<file path="src/rtl/midi_voice_alloc_if.sv">
// MIDI byte stream into the voice allocator: one byte per cycle when midi_valid is high.
interface midi_voice_alloc_if;
   logic [7:0] midi_word;
   logic       midi_valid;

   modport master (output midi_word, output midi_valid);
   modport slave  (input  midi_word, input  midi_valid);
endinterface

</file>
<file path="src/rtl/midi_voice_alloc.sv">
// MIDI note-on/off parser with polyphonic voice allocation (retrigger, lowest free, round-robin steal).
// Optional: define MIDI_RUNNING_STATUS_EN to keep the last status after each key/velocity pair.
module midi_voice_alloc #(
   parameter int         NVOICE    = 6,
   parameter logic [3:0] MIDI_CHAN = 4'd2
) (
   input  logic                  clk,
   input  logic                  rst,
   midi_voice_alloc_if.slave     mi,
   output logic                  midi_clk,
   output logic [NVOICE-1:0]     gate_out,
   output logic [7*NVOICE-1:0]   note_out,
   output logic [7*NVOICE-1:0]   velo_out,
   output logic                  busy_all
);
   localparam int PW = (NVOICE > 1) ? $clog2(NVOICE) : 1;

   typedef enum logic [1:0] {S_IDLE, S_KEY, S_VEL, S_SKIP} state_t;

   state_t                   state_q, state_d;
   logic                     on_q, on_d;
   logic [6:0]               key_q, key_d;
   logic                     midi_clk_q, midi_clk_d;
   logic [PW-1:0]            steal_q, steal_d;
   logic [NVOICE-1:0]        gate_q, gate_d;
   logic [NVOICE-1:0][6:0]   note_q, note_d;
   logic [NVOICE-1:0][6:0]   velo_q, velo_d;

   logic is_rt, is_st, is_dat, chan_ok;
   logic ev_on, ev_off;

   // Realtime bytes (>= 0xF8) are transparent to everything but midi_clk.
   always_comb begin
      is_rt   = mi.midi_valid && (mi.midi_word >= 8'hF8);
      is_st   = mi.midi_valid && mi.midi_word[7] && !is_rt;
      is_dat  = mi.midi_valid && !mi.midi_word[7];
      chan_ok = (mi.midi_word[3:0] == MIDI_CHAN) &&
                ((mi.midi_word[7:4] == 4'h9) || (mi.midi_word[7:4] == 4'h8));
   end

   always_ff @(posedge clk) begin
      if (rst) state_q <= S_IDLE;
      else     state_q <= state_d;
   end

   // System-common status (0xF0..0xF7) falls into SKIP like any foreign status,
   // which also drops the running status.
   always_comb begin
      state_d = state_q;
      if (is_st) begin
         state_d = chan_ok ? S_KEY : S_SKIP;
      end else if (is_dat) begin
         case (state_q)
            S_KEY:   state_d = S_VEL;
`ifdef MIDI_RUNNING_STATUS_EN
            S_VEL:   state_d = S_KEY;
`else
            S_VEL:   state_d = S_IDLE;
`endif
            default: state_d = state_q;
         endcase
      end
   end

   always_comb begin
      ev_on  = 1'b0;
      ev_off = 1'b0;
      if (is_dat && (state_q == S_VEL)) begin
         ev_on  = on_q && (mi.midi_word[6:0] != 7'd0);
         ev_off = !ev_on;
      end
   end

   always_comb begin
      on_d       = (is_st && chan_ok) ? mi.midi_word[4] : on_q;
      key_d      = (is_dat && (state_q == S_KEY)) ? mi.midi_word[6:0] : key_q;
      midi_clk_d = mi.midi_valid && (mi.midi_word == 8'hF8);
   end

   logic [NVOICE-1:0] match;
   logic [PW-1:0]     hit_idx, free_idx, sel_idx;
   logic              hit, free;

   always_comb begin
      hit_idx  = '0;
      free_idx = '0;
      for (int i = NVOICE - 1; i >= 0; i--) begin
         match[i] = gate_q[i] && (note_q[i] == key_q);
         if (match[i])   hit_idx  = PW'(i);
         if (!gate_q[i]) free_idx = PW'(i);
      end
      hit  = |match;
      free = ~&gate_q;
      sel_idx = hit ? hit_idx : (free ? free_idx : steal_q);

      gate_d  = gate_q;
      note_d  = note_q;
      velo_d  = velo_q;
      steal_d = steal_q;
      if (ev_on) begin
         gate_d[sel_idx] = 1'b1;
         note_d[sel_idx] = key_q;
         velo_d[sel_idx] = mi.midi_word[6:0];
         if (!hit && !free)
            steal_d = (steal_q == PW'(NVOICE - 1)) ? '0 : steal_q + 1'b1;
      end else if (ev_off) begin
         gate_d = gate_q & ~match;
      end
   end

   always_ff @(posedge clk) begin
      if (rst) begin
         on_q       <= 1'b0;
         key_q      <= '0;
         midi_clk_q <= 1'b0;
         steal_q    <= '0;
         gate_q     <= '0;
         note_q     <= '0;
         velo_q     <= '0;
      end else begin
         on_q       <= on_d;
         key_q      <= key_d;
         midi_clk_q <= midi_clk_d;
         steal_q    <= steal_d;
         gate_q     <= gate_d;
         note_q     <= note_d;
         velo_q     <= velo_d;
      end
   end

   assign midi_clk = midi_clk_q;
   assign gate_out = gate_q;
   assign note_out = note_q;
   assign velo_out = velo_q;
   assign busy_all = &gate_q;
endmodule

</file>
<file path="src/flat_wrapper.sv">
// flat-port wrapper written by rule: the top's interface ports become plain ports
module midi_voice_alloc_flat 
#(
   parameter int         NVOICE    = 6,
   parameter logic [3:0] MIDI_CHAN = 4'd2
)
  (clk, rst, midi_clk, gate_out, note_out, velo_out, busy_all, mi_midi_word, mi_midi_valid);
  midi_voice_alloc_if mi_i ();
  input  logic clk;
  input  logic rst;
  output logic midi_clk;
  output logic [NVOICE-1:0] gate_out;
  output logic [7*NVOICE-1:0] note_out;
  output logic [7*NVOICE-1:0] velo_out;
  output logic busy_all;
  input wire logic [$bits(mi_i.midi_word)-1:0] mi_midi_word;
  input wire logic [$bits(mi_i.midi_valid)-1:0] mi_midi_valid;
  assign mi_i.midi_word = mi_midi_word;
  assign mi_i.midi_valid = mi_midi_valid;
  midi_voice_alloc #(.NVOICE(NVOICE), .MIDI_CHAN(MIDI_CHAN)) u_core (.clk(clk), .rst(rst), .mi(mi_i), .midi_clk(midi_clk), .gate_out(gate_out), .note_out(note_out), .velo_out(velo_out), .busy_all(busy_all));
endmodule
</file>
<file path="config.mk">
export PLATFORM = sky130hd
export DESIGN_NAME = midi_voice_alloc_flat
export DESIGN_NICKNAME = d
export VERILOG_FILES = /design/src/rtl/midi_voice_alloc_if.sv /design/src/rtl/midi_voice_alloc.sv /design/src/flat_wrapper.sv
export SDC_FILE = /design/constraint.sdc
export NUM_CORES = 1
export LEC_CHECK = 0
export ABC_AREA = 1
export ABC_CLOCK_PERIOD_IN_PS = 2300
export CAP_MARGIN = 5
export CELL_PAD_IN_SITES_DETAIL_PLACEMENT = 0
export CELL_PAD_IN_SITES_GLOBAL_PLACEMENT = 1
export CORE_MARGIN = 2
export CORE_UTILIZATION = 40
export CTS_CLUSTER_DIAMETER = 120
export DETAILED_ROUTE_END_ITERATION = 8
export DONT_BUFFER_PORTS = 1
export GPL_TIMING_DRIVEN = 0
export HOLD_SLACK_MARGIN = 0.1
export PLACE_DENSITY = 0.73
export SLEW_MARGIN = 20
export SYNTH_ARGS = -nofsm -noshare
export SYNTH_HDL_FRONTEND = slang
export SYNTH_SLANG_ARGS = --single-unit
</file>
<file path="constraint.sdc">
create_clock -name clk -period 2.3 [get_ports clk]
set_clock_uncertainty 0.2 [all_clocks]
set_input_delay 0.46 -clock clk [delete_from_list [all_inputs] [get_ports clk]]
set_output_delay 0.46 -clock clk [all_outputs]
set_load 0.005 [all_outputs]
</file>
==> impl_summary.txt <==
----------------------------------------------------
[Outcome]
  Result of the run ... complete, but fails checks
  Failing checks ... setup timing

[Final layout]
  Leading cell type in the layout, fill and taps excluded ... sky130_fd_sc_hd__nand2_1
  Register cell area after layout ... 2090 sq um
  End-of-flow core utilization ... 0.522
  Multi-input gate area in the final layout ... 2790 sq um
  Count of antenna diodes in the layout ... 0
  Fraction of layout instances using a drive strength above 1 ... 0.207
  Number of filler instances in the final layout ... 1311
  Number of nets in the finished design ... 855
  Synth-to-Final Area Change ... 28.1%
  Commonest cells after routing, fill and taps aside ... sky130_fd_sc_hd__nand2_1, sky130_fd_sc_hd__nor2_1, sky130_fd_sc_hd__dfxtp_1, sky130_fd_sc_hd__inv_1, sky130_fd_sc_hd__nand4_1

[Floorplanning]
  Effective utilization at floorplan ... 0.407
  Full die area ... 13700 sq um
  Placement Rows ... 41
  Boundary pin count ... 103
  Width of the die ... 117 um
  Core ar. ... 12600 sq um
  Die Ht ... 117 um

[Routing]
  Antenna violation net count after detailed routing ... 0
  Post-route DRC violation count ... 0
  Via count ... 5042
  DRC marker count from the first detailed-route iteration ... 273
  Overall routed net length ... 17.1 mm
  Average detailed-routed wire length per instance ... 16.8 um
  TritonRoute pass-1 iters ... 5
  Via-to-Cell Ratio ... 4.95

[Timing]
  Count of final hold-check violations ... 0
  Final worst-path cycle share ... 1.05
  Timing-limited maximum frequency ... 415 MHz
  Final critical-path required period ... 2.41 ns
  Setup violations, final ... 79
  Worst relative slew slack ... 0.511
  Max-slew violations ... 0
  Measured slew at the worst slew-check pin ... 0.733 ns
  RSZ-0062 raised after global routing ... true
  Fin worst setup slack ... -0.113 ns

[Clock tree]
  Number of buffers created by CTS ... 9
  TritonCTS Sinks ... 104
  H-tree lvl count ... 3
  Maximum clock path buffer count ... 2
  Latest clock arrival within the worst-skew pair ... 0.36 ns
  Cell at the root of the clock tree ... sky130_fd_sc_hd__clkbuf_16
  TritonCTS clock tree ... built
  Clock-pin transition on the worst setup and hold timing paths ... 0.07 ns

[Synth]
  Post-synthesis average cell area ... 6.57 sq um
  Number of cells produced by synthesis ... 779
  Number of flip-flops and latches in the synthesized netlist ... 104
  Number of enable flip-flop cells after synthesis ... 0
  Proportion of synthesized flip-flops having asynchronous set or reset ... 0
  Primary flip-flop cell chosen by synthesis mapping ... sky130_fd_sc_hd__dfxtp_1
  Post-synth net total ... 792
  Netlist cell types ... 31
  Cell area after technology mapping ... 5120 sq um
  Number of warning messages in the yosys log ... 0
  Part of the Yosys area used for sequential elements ... 0.407

[Power]
  IR Drop Worst-Case VDD ... 304 uV
  PD cells ... 557 nW/um^2
  Cell leakage power ... 2.84 nW

[Place]
  Number of buffers inserted by port buffering ... 0
  Setup WS pre-CTS ... -0.507 ns
  Placer's final routability congestion estimate ... 0.895
  Placed wire-length estimate after detailed placement ... 11.8 mm

[Critical path]
  Crit end category ... flop
  Crit path kind ... reg -> reg
  Data arrival time of the worst path ... 2.51 ns
  Worst Path Required ... 2.40 ns
  Crit start category ... flop
  Largest fanout of any net on the critical path ... 10

[Global route]
  First-pass GRT wire length ... 26.0 mm
  Maximum number of pins on one net before global-route repair ... 18
  Total routing resource utilization after global routing ... 0.257
  Via count of the first global-routing pass ... 4723
  Overflow left after global routing ... 0
  Antenna violations before repair ... 0

[Hold path]
  Worst min-delay path class ... in -> reg

[Job]
  Maximum capacitance violations ... 0

----------------------------------------------------
[synthesized netlist by cell type (3+ instances only)]
cell / instances / share of area
sky130_fd_sc_hd__buf_6: 8 / 0.018
sky130_fd_sc_hd__o21ai_0: 12 / 0.012
sky130_fd_sc_hd__buf_1: 4 / 0.0029
sky130_fd_sc_hd__buf_2: 10 / 0.0098
sky130_fd_sc_hd__nor2_1: 198 / 0.15
sky130_fd_sc_hd__nand3_2: 6 / 0.012
sky130_fd_sc_hd__dfxtp_1: 104 / 0.41
sky130_fd_sc_hd__nand3_1: 16 / 0.016
sky130_fd_sc_hd__inv_2: 7 / 0.0051
sky130_fd_sc_hd__xnor2_1: 14 / 0.024
sky130_fd_sc_hd__a21oi_1: 16 / 0.016
sky130_fd_sc_hd__xor2_1: 6 / 0.010
sky130_fd_sc_hd__inv_1: 53 / 0.039
sky130_fd_sc_hd__nor2_2: 3 / 0.0037
sky130_fd_sc_hd__nor2_4: 3 / 0.0066
sky130_fd_sc_hd__a31oi_1: 3 / 0.0037
sky130_fd_sc_hd__nand2_2: 5 / 0.0061
sky130_fd_sc_hd__nand2_1: 242 / 0.18
sky130_fd_sc_hd__nand4_1: 33 / 0.040
sky130_fd_sc_hd__buf_4: 10 / 0.015
sky130_fd_sc_hd__clkbuf_1: 11 / 0.0081
[stage by stage]
stage / power (W) / cell area [sq um] / setup TNS (ns) / instances / hold WS, ns
after global routing: 0.00377 / 6560 / -17.09 / 1019 / 0.131
after floorplan: 0.00199 / 5120 / 0 / 779 / 0.261
final: 0.00365 / 6560 / -5.29 / 1019 / 0.103
after CTS: 0.00367 / 6260 / -3.07 / 1003 / 0.102
after detailed placement: 0.00206 / 5340 / -31.99 / 951 / 0.282
after global placement: 0.00205 / 5340 / -30.84 / 951 / 0.274
[worst max-delay path, cell delays in order (launching register included)]
cell and delay [ns]:
sky130_fd_sc_hd__dfxtp_2 0.32, sky130_fd_sc_hd__buf_6 0.13, sky130_fd_sc_hd__inv_4 0.04, sky130_fd_sc_hd__buf_8 0.13, sky130_fd_sc_hd__nand2_2 0.06, sky130_fd_sc_hd__nand2_2 0.04
sky130_fd_sc_hd__nand2_2 0.07, sky130_fd_sc_hd__nor2_4 0.05, sky130_fd_sc_hd__nand3_2 0.08, sky130_fd_sc_hd__nand2_2 0.09, sky130_fd_sc_hd__buf_4 0.14, sky130_fd_sc_hd__o21ai_2 0.21
sky130_fd_sc_hd__nand3_2 0.18, sky130_fd_sc_hd__nor2_4 0.14, sky130_fd_sc_hd__buf_6 0.17, sky130_fd_sc_hd__buf_8 0.16, sky130_fd_sc_hd__nor2_1 0.05, sky130_fd_sc_hd__nor2_1 0.09
[cell type report]
| type | count | area share |
|---|---|---|
| Multi-Input combinational cell | 569 | 0.425 |
| Sequential cell | 104 | 0.319 |
| Timing Repair Buffer | 53 | 0.0765 |
| Buffer | 42 | 0.0605 |
| Inverter | 63 | 0.0404 |
| Clock buffer | 10 | 0.0349 |
| Tap cell | 172 | 0.0328 |
| Clock inverter | 6 | 0.0105 |
[layer usage]
| metal | up-vias | wire length [um] | GRT usage |
|---|---|---|---|
| li1 | 2527 | - | - |
| met1 | 2333 | 7220 | 0.324 |
| met2 | 146 | 8070 | 0.421 |
| met3 | 36 | 1310 | 0.0731 |
| met4 | 0 | 514 | 0.0902 |
| met5 | - | 0 | 0 |
[where the power goes]
part	switching, W	total [W]	internal (W)
Combinational	0.000170	0.000266	0.0000957
Clock	0.000725	0.00158	0.000851
Sequential	0.00000546	0.00181	0.00181
[cells by family (layout without fill, tap and decap cells)]
family	after synthesis	after routing	share of synthesized area
flip-flops	104	104	0.407
buffers and inverters	106	174	0.100
adder cells (fa/ha/maj)	2	2	0.00489
AO/OA/AOI/OAI	35	35	0.0376
AND/OR/NAND/NOR	512	512	0.416
XOR/XNOR	20	20	0.0342
[flip-flops by register name, indices dropped and copies added (netlist names)]
| register | flops |
|---|---|
| u_core.on_q | 1 |
| u_core.key_q | 7 |
| u_core.state_q | 2 |
| u_core.midi_clk | 1 |
| u_core.steal_q | 3 |
| u_core.note_out | 42 |
| u_core.velo_out | 42 |
| u_core.gate_out | 6 |
[path summary, 6_finish.rpt]
| check | startpoint | to | slack (ns) | depth (start not counted) |
|---|---|---|---|---|
| setup / recovery | u_core.key_q[4] | u_core.velo_out[12] | -0.11 | 17 |
| hold / removal | mi_midi_word[5] | u_core.key_q[5] | 0.10 | 2 |
| setup reg to reg | u_core.key_q[4] | u_core.velo_out[12] | -0.11 | 17 |
| hold reg to reg | u_core.state_q[0] | u_core.state_q[0] | 0.30 | 2 |
[repair_timing]
item                                   CTS  global route
endpoints found under the hold margin    9             0
cloned                                   1             3
resized for setup                       89            55
setup endpoints to repair               93            93
buffers inserted                        27            14
hold buffers                             8             0
pin swaps                               30            24
Note: power is estimated with default switching activity, not from simulation.
